<file path="config.mk">
export PLATFORM = sky130hd
export DESIGN_NAME = guess_entry_ctrl
export DESIGN_NICKNAME = d
export VERILOG_FILES = /design/src/rtl/guess_entry_ctrl.sv
export SDC_FILE = /design/constraint.sdc
export NUM_CORES = 1
export LEC_CHECK = 0
export CORE_MARGIN = 2
export CORE_UTILIZATION = 59
export CTS_CLUSTER_DIAMETER = 100
export DETAILED_ROUTE_END_ITERATION = 7
export GPL_ROUTABILITY_DRIVEN = 0
export PLACE_DENSITY_LB_ADDON = 0.05
export RECOVER_POWER = 50
export SLEW_MARGIN = 15
export SYNTH_ARGS = -nofsm -noshare
export SYNTH_HDL_FRONTEND = slang
export SYNTH_SLANG_ARGS = --single-unit
</file>
<file path="constraint.sdc">
create_clock -name clk -period 4.3 [get_ports clk]
set_input_delay 1.075 -clock clk [delete_from_list [all_inputs] [get_ports clk]]
set_output_delay 1.075 -clock clk [all_outputs]
set_load 0.005 [all_outputs]
</file>
<file path="src/rtl/guess_entry_ctrl.sv">
// Guess-entry controller: collects a 4-digit BCD guess, grades it against a latched secret.
// Define GUESS_HINT_EN to report low/high on a mismatch; otherwise every mismatch reports 01.
module guess_entry_ctrl #(
    parameter int MAX_TRIES   = 8,
    parameter int HOLD_CYCLES = 50000000
) (
    input  logic        clk,
    input  logic        RST,
    input  logic        new_game,
    input  logic [15:0] secret,
    input  logic        key_valid,
    input  logic [3:0]  key_code,
    output logic [15:0] entry,
    output logic [2:0]  digit_cnt,
    output logic [7:0]  tries,
    output logic [1:0]  result,
    output logic        result_valid,
    output logic        win,
    output logic        lose,
    output logic [2:0]  state
);

    typedef enum logic [2:0] {
        IDLE   = 3'd0,
        ENTRY  = 3'd1,
        CHECK  = 3'd2,
        RESULT = 3'd3,
        WIN    = 3'd4,
        LOSE   = 3'd5
    } state_t;

    localparam logic [7:0]  MAX_T     = 8'(MAX_TRIES);
    localparam logic [31:0] HOLD_LAST = 32'(HOLD_CYCLES - 1);

    localparam logic [3:0] KEY_BKSP  = 4'hA;
    localparam logic [3:0] KEY_CLEAR = 4'hB;
    localparam logic [3:0] KEY_ENTER = 4'hF;

    state_t      st;
    logic [15:0] secret_q;
    logic [31:0] hold_cnt;

    assign state = st;

    function automatic logic [7:0] sat_inc(input logic [7:0] v);
        return (v == 8'hFF) ? v : v + 8'd1;
    endfunction

    // BCD digit order matches numeric order, so a plain unsigned compare is enough.
    function automatic logic [1:0] grade(input logic [15:0] guess, input logic [15:0] target);
        if (guess == target)
            return 2'b11;
`ifdef GUESS_HINT_EN
        else if (guess < target)
            return 2'b01;
        else
            return 2'b10;
`else
        else
            return 2'b01;
`endif
    endfunction

    always_ff @(posedge clk or posedge RST) begin
        if (RST) begin
            st           <= IDLE;
            entry        <= '0;
            digit_cnt    <= '0;
            tries        <= '0;
            result       <= '0;
            result_valid <= 1'b0;
            win          <= 1'b0;
            lose         <= 1'b0;
            hold_cnt     <= '0;
            secret_q     <= '0;
        end else begin
            result_valid <= 1'b0;
            // new_game overrides everything, including a key in the same cycle
            if (new_game) begin
                st        <= ENTRY;
                entry     <= '0;
                digit_cnt <= '0;
                tries     <= '0;
                result    <= '0;
                win       <= 1'b0;
                lose      <= 1'b0;
                hold_cnt  <= '0;
                secret_q  <= secret;
            end else begin
                case (st)
                    IDLE: ;
                    ENTRY: begin
                        if (key_valid) begin
                            if (key_code <= 4'h9) begin
                                if (digit_cnt != 3'd4) begin
                                    entry     <= {entry[11:0], key_code};
                                    digit_cnt <= digit_cnt + 3'd1;
                                end
                            end else if (key_code == KEY_BKSP) begin
                                if (digit_cnt != 3'd0) begin
                                    entry     <= {4'h0, entry[15:4]};
                                    digit_cnt <= digit_cnt - 3'd1;
                                end
                            end else if (key_code == KEY_CLEAR) begin
                                entry     <= '0;
                                digit_cnt <= '0;
                            end else if (key_code == KEY_ENTER && digit_cnt == 3'd4) begin
                                st    <= CHECK;
                                tries <= sat_inc(tries);
                            end
                        end
                    end
                    CHECK: begin
                        result       <= grade(entry, secret_q);
                        result_valid <= 1'b1;
                        hold_cnt     <= '0;
                        if (entry == secret_q) begin
                            st  <= WIN;
                            win <= 1'b1;
                        end else if (tries == MAX_T) begin
                            st   <= LOSE;
                            lose <= 1'b1;
                        end else begin
                            st <= RESULT;
                        end
                    end
                    RESULT: begin
                        // result stays on display until the next CHECK overwrites it
                        if (hold_cnt == HOLD_LAST) begin
                            st        <= ENTRY;
                            entry     <= '0;
                            digit_cnt <= '0;
                            hold_cnt  <= '0;
                        end else begin
                            hold_cnt <= hold_cnt + 32'd1;
                        end
                    end
                    WIN, LOSE: ;
                    default: st <= IDLE;
                endcase
            end
        end
    end

endmodule

</file>
==> flow_summary.ini, run 1 <==
[outcome]
status = finished with violations
violations = max-capacitance violations, max-slew violations

[power_and_ir_drop]
power.density_nw_per_um2 = 324
finalPower_mw = 1.70
power_leakage_nw = 2.11
vdd_drop_max_v = 0.000239

[placed_design]
io_buffers = 58
hpwl_um = 6290
place_ws_ns = 0.818

[worst_setup_path]
crit_path_max_fanout = 33
endpoint_kind = flip-flop
path_cells = dlygate4sd3_1, clkbuf_1, nor2_1, nor3_1, xnor2_1, nor2_1
slowest_stage = clkbuf_1
path_buf_inv = 2
worstSetupStartpointType = input pin
critPathTopFamily = buffers and inverters
crit_type = input pin to flip-flop
worstPathRequired_ns = 4.54
slowest_delay_ns = 1.17
arrival_ns = 3.73
crit_top_cell = nor2_1

[clocking]
cts_root_buf = clkbuf_8
clockBufferDepth = 2
postCtsSetupBuffers = 0
clock_latency_ns = 0.35
hold_buffers = 0
cts_tree = done
clkSlewWorstSetupHoldPaths_ns = 0.09
cts_buffers = 9
htree_levels = 3
cts.sinks = 83
cts_resized = 0

[floorplanning]
core-area_um2 = 7180
fp.dieH_um = 89.4
dieArea_um2 = 7990
io_pins = 59
num_rows = 31
initial_core_util = 0.600
die-width_um = 89.4

[layout]
nFillCells = 527
mostFrequentLayoutCells = 83 x dfrtp_1, 56 x clkdlybuf4s50_1, 55 x nor2_1
nets = 507
multi_input_area_um2 = 2100
regArea_um2 = 2080
mostFrequentLayoutCell = dfrtp_1
syn2layout_area_growth_pct = 21.6
diodes = 0
drive_above_1_share = 0.118

[global_routing]
grt_pass1_vias = 3074
grt_overflow_total = 0
grt_max_degree = 42
grt_antenna_before_repair = 0
grt_pass1_wl_um = 14600
grtUsageTotal = 0.240

[detailed_routing]
wirelength_um = 9020
vias_per_cell = 5.72
wl_per_cell_um = 15.5
routed-via-count = 3321
ant_nets = 0
drt-initial-drc-count = 229
drc_errors = 0
firstDrtPassIters = 4

[synthesis]
synth_ff_type = dfrtp_1
async_flop_share = 1.00
synth_edf_count = 0
syn_nets = 447
ys_types = 50
synth_seq_cells = 83
ys_warn_count = 0
syn_inst = 417
ys_seq_area_frac = 0.483
syn_area_per_cell_um2 = 10.3
synth.cell_area_um2 = 4300

[hold_path]
min_path_type = flip-flop to flip-flop

[sta]
layout_setup_ws_ns = 0.808
setup_viol = 0
fmax_ghz = 0.286
clock_skew_ns = 0.0101
worst_pin_slew_ns = 1.86
final.setup.tns_ns = 0
period_minus_slack_ns = 3.49
finalHoldViolCount = 0
rsz0062_at_grt = false
fin_crit_sh = 0.812
slew-limit-headroom = -0.249
slew_viol_final = 76

[job]
maxCapViolCount = 2
## worst paths after layout
| path | start | endpoint | cells after the start | slack, ns |
|---|---|---|---|---|
| worst max-delay path | new_game | hold_cnt[5] | 6 | 0.81 |
| worst min-delay path | lose | lose | 1 | 0.49 |
| max in group asynchronous | RST | entry[10] | 3 | 1.63 |
| min in group asynchronous | RST | secret_q[13] | 2 | 1.64 |
| worst max register to register | hold_cnt[7] | entry[2] | 5 | 1.63 |
| worst min register to register | lose | lose | 1 | 0.49 |
## metrics by stage
stage,hold WS [ns],utilization,area [um2],instances
after CTS,0.501,0.730,5240,581
after global placement,0.477,0.695,4990,565
after detailed placement,0.481,0.695,4990,565
after floorplan,0.468,-,4300,417
after global routing,0.527,0.729,5230,581
final,0.495,0.729,5230,581
## state kept, by name, indices dropped and copies added, names as in the netlist
signal	cells
tries	8
lose	1
digit_cnt	3
result	2
secret_q	16
hold_cnt	32
win	1
result_valid	1
entry	16
state	3
## cells in the mapped netlist, drive strengths merged, types with 5 or more instances
cell     n  area (um2)
a21oi    9        48.8
a22o    12         105
and3     7        43.8
buf      5        27.5
clkbuf  10        37.5
dfrtp   83        2080
ha       6        75.1
inv     14        52.6
mux2    29         327
mux2i    5        50.1
nand2   24        90.1
nand2b   7        43.8
nand3   17        85.1
nand4   12        75.1
nor2    56         218
nor3    12        60.1
nor4    12        75.1
o21ai   10        50.1
xnor2   42         368
xor2     8        70.1
## kinds of logic after synthesis
group,Yosys count,share of synthesized area
flops,83,0.483
mux,34,0.0875
xor+xnor,50,0.102
fa+ha+maj,6,0.0174
simple gates,169,0.207
compound gates,45,0.0756
buf+inv,30,0.0282
## routing by layer
metal / vias to the layer above / wire length (um) / global-route usage
met4: 0 / 60 / 0.0706
met1: 1649 / 4360 / 0.345
li1: 1597 / - / -
met2: 69 / 4230 / 0.368
met3: 6 / 367 / 0.0517
met5: - / 0 / 0
## final cells by class
| class | count | area share |
|---|---|---|
| timing repair buffer | 64 | 0.119 |
| clock inverter | 6 | 0.0213 |
| sequential | 83 | 0.397 |
| clock buffer | 10 | 0.0263 |
| multi-input combinational | 304 | 0.402 |
| tap | 99 | 0.0237 |
| inverter | 15 | 0.0110 |
## where the power goes
group	internal [mW]	switching, mW	total [mW]
combinational	0.0922	0.0793	0.172
clock	0.403	0.288	0.690
sequential	0.805	0.0282	0.834
total	1.30	0.395	1.70
(Power assumes the default switching activity.)
==> run 2, diff against run 1 <==
--- a/config.mk
+++ b/config.mk
@@ -6,7 +6,7 @@
 export NUM_CORES = 1
 export LEC_CHECK = 0
 export CORE_MARGIN = 2
-export CORE_UTILIZATION = 59
+export CORE_UTILIZATION = 55
 export CTS_CLUSTER_DIAMETER = 100
 export DETAILED_ROUTE_END_ITERATION = 7
 export GPL_ROUTABILITY_DRIVEN = 0
==> constraint.sdc (replaced) <==
create_clock -name clk -period 3.4 [get_ports clk]
set_input_delay 0.85 -clock clk [delete_from_list [all_inputs] [get_ports clk]]
set_output_delay 0.85 -clock clk [all_outputs]
set_load 0.005 [all_outputs]
==> flow_summary.ini, run 2 (synthesis gave the netlist of run 1 again) <==
[global_routing]
grt_max_degree = 53
grtUsageMet1 = 0.341
use_met2 = 0.341
busiest_layer = met1
use_met3 = 0.0423
grtUsageTotal = 0.229
grt_pass1_wl_um = 15600
grt_overflow_total = 0
grt_antenna_before_repair = 0
grt_pass1_vias = 3172

[detailed_routing]
routed-via-count = 3258
drt-initial-drc-count = 217
wl_per_cell_um = 15.7
ant_nets = 0
firstDrtPassIters = 4
drc_errors = 0
wirelength_um = 9160
vias_per_cell = 5.57

[floorplanning]
dieArea_um2 = 8550
io_pins = 59
die-width_um = 92.5
core-area_um2 = 7650
initial_core_util = 0.563
fp.dieH_um = 92.5
num_rows = 32

[hold_path]
min_path_type = flip-flop to flip-flop
holdPathStages = 2

[sta]
clock_skew_ns = 0.00628
setup_viol = 0
finalHoldViolCount = 0
rsz0062_at_grt = false
final.setup.tns_ns = 0
worst_pin_slew_ns = 1.41
slew_viol_final = 0
fin_crit_sh = 0.820
slew-limit-headroom = 0.0575
fmax_ghz = 0.359
period_minus_slack_ns = 2.79

[layout]
syn2layout_area_growth_pct = 19.9
diodes = 0
final_core_util = 0.675
mostFrequentLayoutCell = dfrtp_1
mostFrequentLayoutCells = 83 x dfrtp_1, 56 x clkdlybuf4s50_1, 55 x nor2_1
nets = 510
top_register = hold_cnt
drive_above_1_share = 0.116
fin_area_um2 = 5160
largest_register_ffs = 32
reg_top3 = hold_cnt x32, entry x16, secret_q x16

[clocking]
clock_latency_ns = 0.34
cts_buffers = 9
clkSlewWorstSetupHoldPaths_ns = 0.08
hold_buffers = 0
cts.sinks = 83
cts_root_buf = clkbuf_8
htree_levels = 3
cts_tree = done
cts_resized = 0
clockBufferDepth = 2
postCtsSetupBuffers = 0

[outcome]
status = finished, final reports clean

[power_and_ir_drop]
vdd_drop_max_v = 0.000233
power_leakage_nw = 2.07
finalPower_mw = 1.86
power.density_nw_per_um2 = 361

[placed_design]
io_buffers = 58
hpwl_um = 6290
placed_area_um2 = 5030

[worst_setup_path]
worstPathRequired_ns = 3.63
worstSetupStartpointType = input pin
arrival_ns = 3.01
rr_worst_depth = 5
crit_type = input pin to flip-flop
crit_path_max_fanout = 18
endpoint_kind = flip-flop

[job]
maxCapViolCount = 0
[run 2: changes by cell type in the layout (fill, tap and decap cells not counted), sizes merged]
| cell | previous run | this run |
|---|---|---|
| clkbuf | 11 | 13 |
| bufinv | 3 | 0 |
| inv | 14 | 13 |
| buf | 5 | 7 |
| clkinv | 2 | 3 |
[run 2: report_power, final]
group | total (mW) | switching, mW | internal (mW) | leakage, nW
sequential | 1.05 | 0.0344 | 1.02 | 1.11
combinational | 0.220 | 0.102 | 0.117 | 0.886
clock | 0.591 | 0.336 | 0.256 | 0.0750
total | 1.86 | 0.473 | 1.39 | 2.07
[run 2: final timing paths]
| check | from | endpoint | slack (ns) |
|---|---|---|---|
| max | new_game | entry[9] | 0.61 |
| min | win | win | 0.50 |
| max reg2reg | hold_cnt[7] | entry[9] | 0.68 |
| min reg2reg | win | win | 0.50 |
| max in group asynchronous | RST | lose | 0.74 |
| min in group asynchronous | RST | hold_cnt[12] | 1.27 |
[run 2: layer usage]
metal / share of wire / up-vias
li1: - / 1595
met1: 0.50 / 1579
met2: 0.45 / 74
met3: 0.040 / 10
met4: 0.0097 / 0
met5: 0 / -
[run 2: through the flow]
| stage | hold WS [ns] | std cells | setup WS, ns |
|---|---|---|---|
| 5_1_grt | 0.516 | 585 | 0.374 |
| 3_5_place_dp | 0.484 | 571 | 0.324 |
| 2_1_floorplan | 0.468 | 417 | 0.413 |
| 3_3_place_gp | 0.475 | 571 | 0.378 |
| 4_1_cts | 0.503 | 585 | 0.649 |
| 6_report | 0.499 | 585 | 0.614 |
[run 2: worst max-delay path, cell delays in order]
cell and delay [ns]:
dlygate4sd3_1 0.55, clkinv_1 0.24, nand2_1 0.24, o221ai_1 0.24, nor2_4 0.48, mux2_2 0.40
[run 2: area by class of cell]
| class | count | area, um2 |
|---|---|---|
| Inverter | 15 | 57.6 |
| Sequential cell | 83 | 2080 |
| Fill cell | 638 | 2490 |
| Multi-Input combinational cell | 304 | 2100 |
| Timing Repair Buffer | 67 | 644 |
| Clock inverter | 3 | 17.5 |
| Clock buffer | 11 | 131 |
| Tap cell | 102 | 128 |
==> run 3, diff against run 2 <==
--- a/config.mk
+++ b/config.mk
@@ -6,7 +6,7 @@
 export NUM_CORES = 1
 export LEC_CHECK = 0
 export CORE_MARGIN = 2
-export CORE_UTILIZATION = 55
+export CORE_UTILIZATION = 50
 export CTS_CLUSTER_DIAMETER = 100
 export DETAILED_ROUTE_END_ITERATION = 7
 export GPL_ROUTABILITY_DRIVEN = 0
==> constraint.sdc (replaced) <==
create_clock -name clk -period 2.4 [get_ports clk]
set_input_delay 0.6 -clock clk [delete_from_list [all_inputs] [get_ports clk]]
set_output_delay 0.6 -clock clk [all_outputs]
set_load 0.005 [all_outputs]
==> flow_summary.ini, run 3 (synthesis gave the netlist of run 1 again) <==
[outcome]
status = finished, final reports clean

[worst_setup_path]
rr_worst_depth = 5
endpoint_kind = flip-flop
rr_startpoint = hold_cnt[14]
crit_type = flip-flop to flip-flop
worstPathRequired_ns = 2.69
crit_path_max_fanout = 4
r2r-end = hold_cnt[31]
worstSetupStartpointType = flip-flop
r2r_slack_ns = 0.12
arrival_ns = 2.56

[clocking]
cts_tree = done
hold_buffers = 0
clockBufferDepth = 2
clock_latency_ns = 0.35
cts_resized = 1
clkSlewWorstSetupHoldPaths_ns = 0.09
postCtsSetupBuffers = 0
cts_root_buf = clkbuf_8
cts.sinks = 83
cts_buffers = 9
htree_levels = 3

[sta]
worst_pin_slew_ns = 1.13
period_minus_slack_ns = 2.28
fin_crit_sh = 0.949
rsz0062_at_grt = false
slew-limit-headroom = 0.245
clock_skew_ns = 0.0112
slew_viol_final = 0
finalHoldViolCount = 0
whs_ns = 0.508
fmax_ghz = 0.439
setup_viol = 0

[detailed_routing]
wl_per_cell_um = 15.3
routed-via-count = 3384
firstDrtPassIters = 4
wirelength_um = 9370
ant_nets = 0
vias_per_cell = 5.52
drc_errors = 0
drt-initial-drc-count = 159

[layout]
largest_register_ffs = 32
top_register = hold_cnt
syn2layout_area_growth_pct = 26.6
mostFrequentLayoutCells = 83 x dfrtp_1, 57 x clkdlybuf4s50_1, 55 x nor2_1
mostFrequentLayoutCell = dfrtp_1
drive_above_1_share = 0.167
reg_top3 = hold_cnt x32, entry x16, secret_q x16
nFillCells = 699
diodes = 0
final_core_util = 0.656
nets = 533

[floorplanning]
core-area_um2 = 8300
die-width_um = 96.8
initial_core_util = 0.518
num_rows = 33
dieArea_um2 = 9360
io_pins = 59
fp.dieH_um = 96.8

[hold_path]
min_to = lose
min_path_type = flip-flop to flip-flop
holdPathStages = 1
min-delay-start = lose

[global_routing]
grtUsageTotal = 0.211
grt_max_degree = 84
grt_pass1_wl_um = 16400
grt_antenna_before_repair = 0
grt_pass1_vias = 3441
grt_overflow_total = 0

[power_and_ir_drop]
finalPower_mw = 2.84
power_leakage_nw = 2.25
vdd_drop_max_v = 0.000367
power.density_nw_per_um2 = 522

[job]
maxCapViolCount = 0

[placed_design]
io_buffers = 58
hpwl_um = 6560
==> run 3: final cells by class <==
type,count,area [um2],area share
inverter,15,60.1,0.0110
sequential,83,2080,0.381
tap,105,131,0.0241
timing repair buffer,90,858,0.158
clock buffer,11,141,0.0260
multi-input combinational,304,2130,0.390
clock inverter,5,52.6,0.00965
==> run 3: where the power goes <==
| group | total (mW) | internal, mW | switching (mW) |
|---|---|---|---|
| clock | 1.01 | 0.505 | 0.504 |
| sequential | 1.49 | 1.44 | 0.0480 |
| combinational | 0.342 | 0.191 | 0.151 |
| total | 2.84 | 2.14 | 0.703 |
==> run 3: routing by layer <==
layer	vias to the layer above	wire, um	global-route usage
met5	-	0	0
met4	0	170	0.0715
met3	16	384	0.0405
met2	69	4300	0.317
met1	1649	4520	0.310
li1	1650	-	-
==> run 3: critical path: stages, from the launching register on <==
cell and delay (ns):
dfrtp_1 0.42, nand3_1 0.16, or4b_1 0.61, or3_1 0.36, or4_4 0.52, a21oi_2 0.15
==> run 3: worst max-delay path by stage <==
stage / start / to / slack [ns]
after floorplan: new_game / hold_cnt[31] / 0.05
after global placement: new_game / hold_cnt[30] / -0.19
after detailed placement: new_game / hold_cnt[31] / -0.19
after CTS: hold_cnt[7] / entry[1] / 0.02
after global routing: new_game / hold_cnt[30] / 0.04
final: hold_cnt[14] / hold_cnt[31] / 0.12
==> run 3: metrics by stage <==
stage                     TNS (ns)  area [um2]  worst slack, ns  cells
after floorplan                  0        4310           0.0550    417
after global placement       -1.84        5240           -0.194    597
after detailed placement     -2.10        5240           -0.195    597
after CTS                        0        5440           0.0159    613
after global routing             0        5450           0.0423    613
final                            0        5450            0.122    613
